==> src/rtl/ex_muldiv_unit_if.sv <==
// ex_muldiv_unit_if: operand/result bundle between the ID/EX stage and the multiply/divide unit.
//   master (EX issue side): drives start, flush, funct3, op_a, op_b, rd_in;
//                           observes busy, done, result, rd_out.
//   slave  (muldiv unit)  : the reverse.
interface ex_muldiv_unit_if #(
  parameter int unsigned XLEN = 32
);
  logic            start;
  logic            flush;
  logic [2:0]      funct3;
  logic [XLEN-1:0] op_a;
  logic [XLEN-1:0] op_b;
  logic [4:0]      rd_in;
  logic            busy;
  logic            done;
  logic [XLEN-1:0] result;
  logic [4:0]      rd_out;

  modport master (
    output start, flush, funct3, op_a, op_b, rd_in,
    input  busy, done, result, rd_out
  );

  modport slave (
    input  start, flush, funct3, op_a, op_b, rd_in,
    output busy, done, result, rd_out
  );
endinterface

==> src/rtl/ex_muldiv_unit.sv <==
// ex_muldiv_unit: iterative RV32M multiply/divide unit for the execute stage.
// One shift-add (multiply) or restoring shift-subtract (divide) step per cycle, XLEN steps,
// followed by a sign-fixup cycle. Divide-by-zero and signed overflow finish in one cycle.
// Ports:
//   clk     in   rising-edge clock
//   rst     in   asynchronous, active-high reset
//   io_mdu  slave modport of ex_muldiv_unit_if:
//     start/flush/funct3/op_a/op_b/rd_in in, busy/done/result/rd_out out
//   busy is the stall request; done is a one-cycle pulse qualifying result/rd_out.
module ex_muldiv_unit #(
  parameter int unsigned XLEN = 32
) (
  input logic               clk,
  input logic               rst,
  ex_muldiv_unit_if.slave   io_mdu
);

  localparam int unsigned CntW = $clog2(XLEN);

  typedef enum logic [1:0] {StIdle, StCalc, StSign, StDone} state_e;

  state_e          r_state;
  logic [2:0]      r_funct3;
  logic [4:0]      r_rd;
  logic            r_neg;
  logic [CntW-1:0] r_cnt;
  // r_hi:r_lo is the shared working register. Multiply: partial product high half, with the
  // multiplier shifting out of r_lo. Divide: partial remainder in r_hi, dividend shifting out
  // of r_lo while quotient bits shift in.
  logic [XLEN-1:0] r_hi;
  logic [XLEN-1:0] r_lo;
  // Multiplicand magnitude (multiply) or divisor magnitude (divide).
  logic [XLEN-1:0] r_opnd;
  logic            r_busy;
  logic            r_done;
  logic [XLEN-1:0] r_result;
  logic [4:0]      r_rd_out;

  // Launch decode
  logic            w_is_div;
  logic            w_signed_a;
  logic            w_signed_b;
  logic            w_sa;
  logic            w_sb;
  logic [XLEN-1:0] w_mag_a;
  logic [XLEN-1:0] w_mag_b;
  logic            w_div_zero;
  logic            w_div_ovf;
  logic            w_special;
  logic [XLEN-1:0] w_special_res;
  logic            w_neg;

  always_comb begin
    w_is_div   = io_mdu.funct3[2];
    w_signed_a = 1'b0;
    w_signed_b = 1'b0;
    case (io_mdu.funct3)
      3'b001, 3'b100, 3'b110: begin
        w_signed_a = 1'b1;
        w_signed_b = 1'b1;
      end
      3'b010: w_signed_a = 1'b1;
      default: ;
    endcase

    w_sa    = w_signed_a & io_mdu.op_a[XLEN-1];
    w_sb    = w_signed_b & io_mdu.op_b[XLEN-1];
    w_mag_a = w_sa ? (-io_mdu.op_a) : io_mdu.op_a;
    w_mag_b = w_sb ? (-io_mdu.op_b) : io_mdu.op_b;

    w_div_zero = w_is_div & (io_mdu.op_b == '0);
    // Signed overflow: most-negative / -1, only for DIV and REM.
    w_div_ovf  = w_is_div & ~io_mdu.funct3[0] &
                 (io_mdu.op_a == {1'b1, {(XLEN-1){1'b0}}}) & (io_mdu.op_b == '1);
    w_special  = w_div_zero | w_div_ovf;

    if (w_div_zero) begin
      w_special_res = io_mdu.funct3[1] ? io_mdu.op_a : '1;
    end else begin
      w_special_res = io_mdu.funct3[1] ? '0 : {1'b1, {(XLEN-1){1'b0}}};
    end

    // Remainder follows the dividend; product and quotient follow sa^sb.
    if (w_is_div && io_mdu.funct3[1]) begin
      w_neg = w_sa;
    end else begin
      w_neg = w_sa ^ w_sb;
    end
  end

  // Iteration step
  logic [XLEN:0]   w_mul_sum;
  logic [XLEN:0]   w_div_shift;
  logic [XLEN:0]   w_div_diff;
  logic [XLEN-1:0] w_hi_nxt;
  logic [XLEN-1:0] w_lo_nxt;

  always_comb begin
    w_mul_sum   = {1'b0, r_hi} + (r_lo[0] ? {1'b0, r_opnd} : '0);
    w_div_shift = {r_hi, r_lo[XLEN-1]};
    // Partial remainder stays below 2*divisor, so bit XLEN of the difference is its sign.
    w_div_diff  = w_div_shift - {1'b0, r_opnd};
    if (r_funct3[2]) begin
      if (!w_div_diff[XLEN]) begin
        w_hi_nxt = w_div_diff[XLEN-1:0];
        w_lo_nxt = {r_lo[XLEN-2:0], 1'b1};
      end else begin
        w_hi_nxt = w_div_shift[XLEN-1:0];
        w_lo_nxt = {r_lo[XLEN-2:0], 1'b0};
      end
    end else begin
      w_hi_nxt = w_mul_sum[XLEN:1];
      w_lo_nxt = {w_mul_sum[0], r_lo[XLEN-1:1]};
    end
  end

  // Sign fixup and result select
  logic [2*XLEN-1:0] w_prod;
  logic [2*XLEN-1:0] w_prod_s;
  logic [XLEN-1:0]   w_quo_s;
  logic [XLEN-1:0]   w_rem_s;
  logic [XLEN-1:0]   w_final;

  always_comb begin
    w_prod   = {r_hi, r_lo};
    w_prod_s = r_neg ? (-w_prod) : w_prod;
    w_quo_s  = r_neg ? (-r_lo) : r_lo;
    w_rem_s  = r_neg ? (-r_hi) : r_hi;
    case (r_funct3)
      3'b000:                 w_final = w_prod_s[XLEN-1:0];
      3'b001, 3'b010, 3'b011: w_final = w_prod_s[2*XLEN-1:XLEN];
      3'b100, 3'b101:         w_final = w_quo_s;
      default:                w_final = w_rem_s;
    endcase
  end

  // Control FSM with registered outputs
  always_ff @(posedge clk or posedge rst) begin
    if (rst) begin
      r_state  <= StIdle;
      r_funct3 <= '0;
      r_rd     <= '0;
      r_neg    <= 1'b0;
      r_cnt    <= '0;
      r_hi     <= '0;
      r_lo     <= '0;
      r_opnd   <= '0;
      r_busy   <= 1'b0;
      r_done   <= 1'b0;
      r_result <= '0;
      r_rd_out <= '0;
    end else begin
      r_done <= 1'b0;
      unique case (r_state)
        StIdle: begin
          if (io_mdu.start && !io_mdu.flush) begin
            r_funct3 <= io_mdu.funct3;
            r_rd     <= io_mdu.rd_in;
            r_neg    <= w_neg;
            r_cnt    <= '0;
            if (w_special) begin
              r_state  <= StDone;
              r_done   <= 1'b1;
              r_result <= w_special_res;
              r_rd_out <= io_mdu.rd_in;
            end else begin
              r_state <= StCalc;
              r_busy  <= 1'b1;
              r_hi    <= '0;
              r_lo    <= w_is_div ? w_mag_a : w_mag_b;
              r_opnd  <= w_is_div ? w_mag_b : w_mag_a;
            end
          end
        end
        StCalc: begin
          if (io_mdu.flush) begin
            r_state <= StIdle;
            r_busy  <= 1'b0;
          end else begin
            r_hi <= w_hi_nxt;
            r_lo <= w_lo_nxt;
            if (r_cnt == CntW'(XLEN - 1)) begin
              r_state <= StSign;
            end else begin
              r_cnt <= r_cnt + 1'b1;
            end
          end
        end
        StSign: begin
          r_busy <= 1'b0;
          if (io_mdu.flush) begin
            r_state <= StIdle;
          end else begin
            r_state  <= StDone;
            r_done   <= 1'b1;
            r_result <= w_final;
            r_rd_out <= r_rd;
          end
        end
        StDone: begin
          // start here is deliberately ignored; upstream re-issues after done.
          r_state <= StIdle;
        end
        default: begin
          r_state <= StIdle;
          r_busy  <= 1'b0;
        end
      endcase
    end
  end

  assign io_mdu.busy   = r_busy;
  assign io_mdu.done   = r_done;
  assign io_mdu.result = r_result;
  assign io_mdu.rd_out = r_rd_out;

endmodule
==> src/flat_wrapper.sv <==
// flat-port wrapper written by rule: the top's interface ports become plain ports
module ex_muldiv_unit_flat 
#(
  parameter int unsigned XLEN = 32
)
  (clk, rst, io_mdu_start, io_mdu_flush, io_mdu_funct3, io_mdu_op_a, io_mdu_op_b, io_mdu_rd_in, io_mdu_busy, io_mdu_done, io_mdu_result, io_mdu_rd_out);
  ex_muldiv_unit_if #(.XLEN(XLEN)) io_mdu_i ();
  input logic clk;
  input logic rst;
  input wire logic [$bits(io_mdu_i.start)-1:0] io_mdu_start;
  input wire logic [$bits(io_mdu_i.flush)-1:0] io_mdu_flush;
  input wire logic [$bits(io_mdu_i.funct3)-1:0] io_mdu_funct3;
  input wire logic [$bits(io_mdu_i.op_a)-1:0] io_mdu_op_a;
  input wire logic [$bits(io_mdu_i.op_b)-1:0] io_mdu_op_b;
  input wire logic [$bits(io_mdu_i.rd_in)-1:0] io_mdu_rd_in;
  output wire logic [$bits(io_mdu_i.busy)-1:0] io_mdu_busy;
  output wire logic [$bits(io_mdu_i.done)-1:0] io_mdu_done;
  output wire logic [$bits(io_mdu_i.result)-1:0] io_mdu_result;
  output wire logic [$bits(io_mdu_i.rd_out)-1:0] io_mdu_rd_out;
  assign io_mdu_i.start = io_mdu_start;
  assign io_mdu_i.flush = io_mdu_flush;
  assign io_mdu_i.funct3 = io_mdu_funct3;
  assign io_mdu_i.op_a = io_mdu_op_a;
  assign io_mdu_i.op_b = io_mdu_op_b;
  assign io_mdu_i.rd_in = io_mdu_rd_in;
  assign io_mdu_busy = io_mdu_i.busy;
  assign io_mdu_done = io_mdu_i.done;
  assign io_mdu_result = io_mdu_i.result;
  assign io_mdu_rd_out = io_mdu_i.rd_out;
  ex_muldiv_unit #(.XLEN(XLEN)) u_core (.clk(clk), .rst(rst), .io_mdu(io_mdu_i));
endmodule
==> config.mk <==
export PLATFORM = sky130hd
export DESIGN_NAME = ex_muldiv_unit_flat
export DESIGN_NICKNAME = d
export VERILOG_FILES = /design/src/rtl/ex_muldiv_unit_if.sv /design/src/rtl/ex_muldiv_unit.sv /design/src/flat_wrapper.sv
export SDC_FILE = /design/constraint.sdc
export NUM_CORES = 1
export LEC_CHECK = 0
export CAP_MARGIN = 10
export CORE_UTILIZATION = 45
export DETAILED_ROUTE_END_ITERATION = 6
export PLACE_DENSITY = 0.67
export SYNTH_ARGS = -nofsm -noshare
export SYNTH_HDL_FRONTEND = slang
export SYNTH_SLANG_ARGS = --single-unit
==> constraint.sdc <==
create_clock -name clk -period 7.1 [get_ports clk]
set_clock_uncertainty 0.1 [all_clocks]
set_input_delay 1.42 -clock clk [delete_from_list [all_inputs] [get_ports clk]]
set_output_delay 1.42 -clock clk [all_outputs]
set_load 0.05 [all_outputs]
After elaboration in Yosys (flattened, before gate mapping)
Cells that the tools add are included.
{ "classes": {"n_div": 0, "n_bitwise": 10, "reduce_logical": 20, "n_mul": 0, "shift": 0, "mux": 53, "eq_ne": 23, "order_cmp": 0, "addsub": 8} }
{ "ops": {"columns": ["op", "n"], "rows": [
  ["two-way mux 32 bit", 22],
  ["one-hot mux 32 bit (2 select lines)", 3],
  ["negation 32 bit", 4],
  ["one-hot mux 32 bit (3 select lines)", 1],
  ["equality test 32 bit (second input constant)", 2],
  ["two-way mux 64 bit", 1],
  ["negation 64 bit", 1],
  ["adder 32 x 33 -> 33 bit", 1],
  ["subtractor 33 x 32 -> 33 bit", 1],
  ["zero test 32 bit", 1],
  ["two-way mux 5 bit", 6],
  ["one-hot mux 5 bit (2 select lines)", 2],
  ["AND reduction 4 bit", 4],
  ["equality test 3 bit (second input constant)", 4],
  ["two-way mux 1 bit", 10],
  ["two-way mux 2 bit", 5],
  ["!= test 2 bit (second input constant)", 5],
  ["equality test 3 x 2 -> 1 bit (second input constant)", 3],
  ["one-hot mux 2 bit (4 select lines)", 1],
  ["bitwise AND 1 bit", 6],
  ["equality test 3 x 1 -> 1 bit (second input constant)", 2],
  ["OR reduction 3 bit", 2],
  ["adder 5 x 1 -> 5 bit (second input constant)", 1],
  ["equality test 5 bit (second input constant)", 1],
  ["19 further kinds", 25]
]} }
{ "word_totals": {"latch_bits": 0, "romBits": 0, "out_inout_bits": 39, "mem_count": 0, "elab_cells": 126, "reg_bits": 151, "inputBits": 76, "mem_bits_rw": 0} }

Depth between registers and ports, before layout
{ "logic_depth": {"depth_word": 9, "depth_mapped": 15, "mapped_depth_nobuf": 14} }

Worst setup path before layout
OpenSTA, ideal clock, no wires.
{ "synth_timing": {"path_type": "input port to flip-flop", "start": "input io_mdu_op_a[6]", "end": "register u_core.r_hi[29]", "arrival_time_ns": 3.670, "cell_stages": 10, "t_required_ns": 6.856, "setup_ns": 0.144, "slack_ns": 3.186, "cell_sequence": "or4_1 or3_1 nor4b_4 a21oi_1 a21oi_2 nor3_1 nand3b_1 mux2i_1 a221oi_1 o221ai_1"} }
{ "synth_via": {"elab_chain_cells": 6} }
{ "synth_rtl": {"columns": ["element", "line_no", "rtl"], "rows": [
  ["from (decl)", "flat_wrapper.sv:13", "input wire logic [$bits(io_mdu_i.op_a)-1:0] io_mdu_op_a;"],
  ["equality test 32 bit", "ex_muldiv_unit.sv:74", "(io_mdu.op_a == {1'b1, {(XLEN-1){1'b0}}}) & (io_mdu.op_b == '1);"],
  ["bitwise AND 1 bit", "ex_muldiv_unit.sv:73", "w_div_ovf = w_is_div & ~io_mdu.funct3[0] &"],
  ["bitwise AND 1 bit", "ex_muldiv_unit.sv:74", null],
  ["OR 1 bit", "ex_muldiv_unit.sv:75", "w_special = w_div_zero | w_div_ovf;"],
  ["!= test 2 bit (no source line)", null, null],
  ["AND reduction 4 bit (no source line)", null, null],
  ["to (signal assigned)", "ex_muldiv_unit.sv:180", "r_hi <= w_hi_nxt;"],
  ["to (decl)", "ex_muldiv_unit.sv:30", "logic [XLEN-1:0] r_hi;"]
]} }
Every way passes these cells.
A chain may end at the register's enable or synchronous reset.

Final worst setup path
{ "layout_timing": {"start": "input io_mdu_op_b[26]", "end": "register u_core.r_result[13], in the netlist u_core.io_mdu.result[13]"} }
{ "layout_via": {"elab_chain_cells": 6, "word_cells_on_any_way": 11} }
{ "layout_rtl": {"columns": ["element", "line_no", "rtl"], "rows": [
  ["from (decl)", "flat_wrapper.sv:14", "input wire logic [$bits(io_mdu_i.op_b)-1:0] io_mdu_op_b;"],
  ["zero test 32 bit", "ex_muldiv_unit.sv:71", "w_div_zero = w_is_div & (io_mdu.op_b == '0);"],
  ["bitwise AND 1 bit", "ex_muldiv_unit.sv:71", null],
  ["two-way mux 32 bit", "ex_muldiv_unit.sv:77", "if (w_div_zero) begin"],
  ["two-way mux 32 bit", "ex_muldiv_unit.sv:161", "if (w_special) begin"],
  ["two-way mux 32 bit", "ex_muldiv_unit.sv:156", "if (io_mdu.start && !io_mdu.flush) begin"],
  ["one-hot mux 32 bit (2 select lines)", "ex_muldiv_unit.sv:154", "unique case (r_state)"],
  ["to (signal assigned)", "ex_muldiv_unit.sv:164", "r_result <= w_special_res;"],
  ["to (signal assigned)", "ex_muldiv_unit.sv:196", "r_result <= w_final;"],
  ["to (decl)", "ex_muldiv_unit.sv:36", "logic [XLEN-1:0] r_result;"]
]} }
Parallel ways exist; a longest one is shown, timed or not. The select of a mux whose other input is x is not followed.

==> results_tabular.tex <==
\begin{tabular}{lr}
\hline
Metric & Value \\
\hline
\multicolumn{2}{l}{\textbf{GRT}} \\
Initial antenna violation count & 1 \\
Via count of the first global-routing pass & roughly 15000 \\
M1 GR Usage & 0.4600 \\
Overall track demand over capacity in global routing & 0.3205 \\
Global-route wire length before repair & 86330 um \\
Leftover overflow at the end of global routing & 0 \\
Busiest layer in global routing & met2 \\
Met3 track demand over resource & 0.03950 \\
Met2 layer usage reported by global route & 0.4838 \\
Largest net degree at the start of global routing & 96 \\
\multicolumn{2}{l}{\textbf{Yosys}} \\
Post-Synthesis Cell Area & about 15000 um\^{}2 \\
Count of unique library cells instantiated by Yosys & about 90 \\
Post-Synthesis Mean Instance Area & between 7 and 8 um\^{}2 \\
Seq/Total Area, Yosys & 0.2459 \\
Post-Synthesis Cells & around 2000 \\
EDFF count, synth & 0 \\
Share of synthesized registers carrying an async set or reset & 1.000 \\
Main flop type after synthesis & sky130\_fd\_sc\_hd\_\_dfrtp\_1 \\
Syn\_nets & 2183 \\
Yosys warning count & 0 \\
Flip-flop and latch count after synthesis & between 150 and 200 \\
\multicolumn{2}{l}{\textbf{Setup path}} \\
Capturing element type of the critical path & register \\
Worst R2R Path Depth & 14 \\
Largest fanout on the critical path & 36 \\
Arrival time reported for the critical path endpoint & roughly 5600 ps \\
Critical register-to-register path startpoint & u\_core.r\_lo[31] \\
Critical Path RT & 7360 ps \\
Worst reg2reg path endpoint & u\_core.r\_hi[25] \\
Critical path startpoint category & input port \\
FF-to-FF setup slack & $\sim$2200 ps \\
Worst setup path start & io\_mdu\_op\_b[26] \\
Category of the most critical setup path & in2reg \\
\multicolumn{2}{l}{\textbf{Clock tree}} \\
Worst skew pair latency & roughly 440 ps \\
CTS HTree Levels & 4 \\
TritonCTS clock tree & done \\
Sinks on the clock net & $\sim$150 \\
Post-CTS Hold Fix Bufs & 0 \\
Inserted Clock Buffers & 17 \\
Clock transition at the registers of the reported paths & approximately 80 ps \\
CTS Root Buffer Type & sky130\_fd\_sc\_hd\_\_clkbuf\_16 \\
Post-CTS repair timing setup buffer count & 0 \\
Post\_cts resized & 0 \\
Clock Path Buffers & 2 \\
\multicolumn{2}{l}{\textbf{Drt}} \\
Vias per std cell & roughly 6.3 \\
WL per Instance & between 20 and 25 um \\
Iteration count of the initial detailed-routing pass & 6 \\
Residual DRC & 0 \\
Antenna Nets Post-Route & 0 \\
Total number of vias & around 16000 \\
Drt first-iter violations & about 2000 \\
Final WL & 56520 um \\
\multicolumn{2}{l}{\textbf{Hold path}} \\
Worst Hold Class & reg2reg \\
Depth of the worst hold-timing path & 2 \\
Hold worst-path end & u\_core.io\_mdu.result[7] \\
Min-delay src & u\_core.io\_mdu.result[7] \\
\multicolumn{2}{l}{\textbf{Timing}} \\
Final period util & 0.7500 \\
Final-layout setup total negative slack & 0 ps \\
Max Freq & 0.1878 GHz \\
Count of endpoints failing hold in the final timing report & 0 \\
Final setup vio count & 0 \\
Worst slew slack as a fraction of its limit & 0.2284 \\
Slew @ Worst Pin & roughly 1200 ps \\
Setup repair after global routing missed its margin & no \\
Final period demand of the worst path & roughly 5300 ps \\
Pins Over Slew Limit & 0 \\
\multicolumn{2}{l}{\textbf{Finish}} \\
Proportion of layout cells with a drive suffix above 1 & 0.06644 \\
Most common cell after layout, fill and taps aside & sky130\_fd\_sc\_hd\_\_nor2\_1 \\
Area growth from synthesis to layout & 12.69\% \\
Utilization of the core after routing & 0.5164 \\
Inserted Diodes & 0 \\
Most frequent cells in the layout & sky130\_fd\_sc\_hd\_\_nor2\_1, sky130\_fd\_sc\_hd\_\_o21ai\_0, sky130\_fd\_sc\_hd\_\_nand2\_1 \\
Net count, final & 2217 \\
\multicolumn{2}{l}{\textbf{Power}} \\
Power density normalized to cell area & $\sim$540 nW/um\^{}2 \\
Largest vdd supply drop & 305.5 uV \\
Leakage Power & 7.130 nW \\
\multicolumn{2}{l}{\textbf{Floorplanning}} \\
Std cell rows & between 60 and 70 \\
Placeable Area & between 30000 and 40000 um\^{}2 \\
Count of boundary I/O pins & 115 \\
Vertical die dimension & roughly 190 um \\
Die Span X & roughly 190 um \\
Starting density of the core & 0.4582 \\
Area of the die & around 35000 um\^{}2 \\
\multicolumn{2}{l}{\textbf{Outcome}} \\
Outcome & finished clean \\
\multicolumn{2}{l}{\textbf{Placement}} \\
Half-perimeter wire length after placement & 44440 um \\
Final estimated routing congestion in global placement & 1.020 \\
Count of port buffers added during placement & around 110 \\
\multicolumn{2}{l}{\textbf{Run}} \\
Max-cap check violation count & 0 \\
\hline
\end{tabular}
## area by class of cell
cell class,count,area [um^2]
flip-flops and latches,151,3781
fillers,3287,16220
clock inverters,14,132.6
clock buffers,18,429.2
repair buffers,136,1304
inverters,74,282.8
well taps,448,560.5
multi-input cells,1684,10830
## worst max-delay path, stage by stage
cell and delay (ps):
sky130_fd_sc_hd__clkdlybuf4s50_1 490, sky130_fd_sc_hd__nor4_1 670, sky130_fd_sc_hd__nand3_1 340, sky130_fd_sc_hd__nor4_2 780, sky130_fd_sc_hd__a21o_1 260, sky130_fd_sc_hd__nand3_1 180
sky130_fd_sc_hd__a21oi_4 780, sky130_fd_sc_hd__nand2_1 270, sky130_fd_sc_hd__a21oi_1 200, sky130_fd_sc_hd__nand2_1 70, sky130_fd_sc_hd__o211ai_1 100
## how the worst max path moves through the flow
| stage | slack (ps) | endpoint |
|---|---|---|
| 4_1_cts | 1880 | u_core.io_mdu.result[13] |
| 3_5_place_dp | 1450 | u_core.io_mdu.result[13] |
| 2_1_floorplan | 1520 | u_core.io_mdu.busy |
| 5_1_grt | 1600 | u_core.io_mdu.result[13] |
| 3_3_place_gp | 1590 | u_core.io_mdu.result[13] |
| 6_report | 1780 | u_core.io_mdu.result[13] |
## cells by family after synthesis
| family | share of synthesized area |
|---|---|
| xor gates and xnor gates | 0.09454 |
| buffers and inverters | 0.05138 |
| AOI/OAI and AO/OA | 0.2791 |
| muxes | 0.05977 |
| adders and majority gates | 0.06368 |
| DFF | 0.2459 |
| and+or+nand+nor | 0.2056 |
## metrics by stage
stage                     instance area [um^2]  total power [W]  setup WS, ps  hold WS [ps]  cells
after floorplan                          15370         0.006425          1515         349.8   2030
after global placement                   16750         0.008216          1589         363.5   2493
after detailed placement                 16750         0.008283          1446         369.9   2493
after CTS                                17320         0.009220          1883         388.3   2525
after global routing                     17320          0.01003          1600         404.1   2525
final                                    17320         0.009398          1775         379.7   2525
## state kept, by name (all words and copies together), names as in the netlist, 2 cells and up
signal / flops
u_core.io_mdu.result: 32
u_core.r_hi: 32
u_core.r_lo: 32
u_core.r_opnd: 32
u_core.io_mdu.rd_out: 5
u_core.r_cnt: 5
u_core.r_rd: 5
u_core.r_funct3: 3
u_core.r_state: 2
## synth_stat cells, types with 6 or more instances
cell type                    n  area [um^2]
sky130_fd_sc_hd__nand4_1    18        112.6
sky130_fd_sc_hd__a31oi_1    28        175.2
sky130_fd_sc_hd__or4_1      10        75.07
sky130_fd_sc_hd__xor2_1     82        718.2
sky130_fd_sc_hd__ha_1       75        938.4
sky130_fd_sc_hd__or3_1      19        118.9
sky130_fd_sc_hd__clkbuf_1   76        285.3
sky130_fd_sc_hd__a21oi_1   172        860.8
sky130_fd_sc_hd__mux2i_1    40        400.4
sky130_fd_sc_hd__nand2_1   199        747.0
sky130_fd_sc_hd__nand2b_1   34        212.7
sky130_fd_sc_hd__mux2_2     46        518.0
sky130_fd_sc_hd__o221ai_1   17        148.9
sky130_fd_sc_hd__o21ai_0   221         1106
sky130_fd_sc_hd__o41ai_1    10        87.58
sky130_fd_sc_hd__o21ai_1    11        55.05
sky130_fd_sc_hd__nor2_1    235        882.1
sky130_fd_sc_hd__o22ai_1     6        37.54
sky130_fd_sc_hd__xnor2_1    82        718.2
sky130_fd_sc_hd__nand3b_1    6        45.04
sky130_fd_sc_hd__buf_1      11        41.29
sky130_fd_sc_hd__nor3b_1     8        60.06
sky130_fd_sc_hd__o31ai_1    23        172.7
sky130_fd_sc_hd__o211ai_1   21        157.7
sky130_fd_sc_hd__nor3_1     29        145.1
sky130_fd_sc_hd__nor2b_1    18        112.6
sky130_fd_sc_hd__a21o_1     29        217.7
sky130_fd_sc_hd__and2_1      7        43.79
sky130_fd_sc_hd__a211oi_1   40        300.3
sky130_fd_sc_hd__nand3_1    31        155.2
sky130_fd_sc_hd__o21a_1     12        90.09
sky130_fd_sc_hd__a221oi_1   12        105.1
sky130_fd_sc_hd__buf_2      27        135.1
sky130_fd_sc_hd__and3_1      8        50.05
sky130_fd_sc_hd__a22oi_1    21        157.7
sky130_fd_sc_hd__nor4_1     20        125.1
sky130_fd_sc_hd__inv_1      73        274.0
sky130_fd_sc_hd__buf_4       6        45.04
sky130_fd_sc_hd__dfrtp_1   151         3779
## where the power goes
part | internal (W) | switching [W] | leakage [nW]
Combinational | 0.00243 | 0.00417 | 4.92
Clock | 0.000466 | 0.000439 | 0.277
Sequential | 0.00123 | 0.000668 | 1.93
Total | 0.00412 | 0.00528 | 7.13
## layer usage
| metal | wire [um] | vias up |
|---|---|---|
| met5 | 9 | - |
| met4 | 2197 | 2 |
| li1 | - | 7451 |
| met1 | 25120 | 7602 |
| met3 | 4638 | 97 |
| met2 | 24550 | 760 |
(Power assumes the default switching activity.)
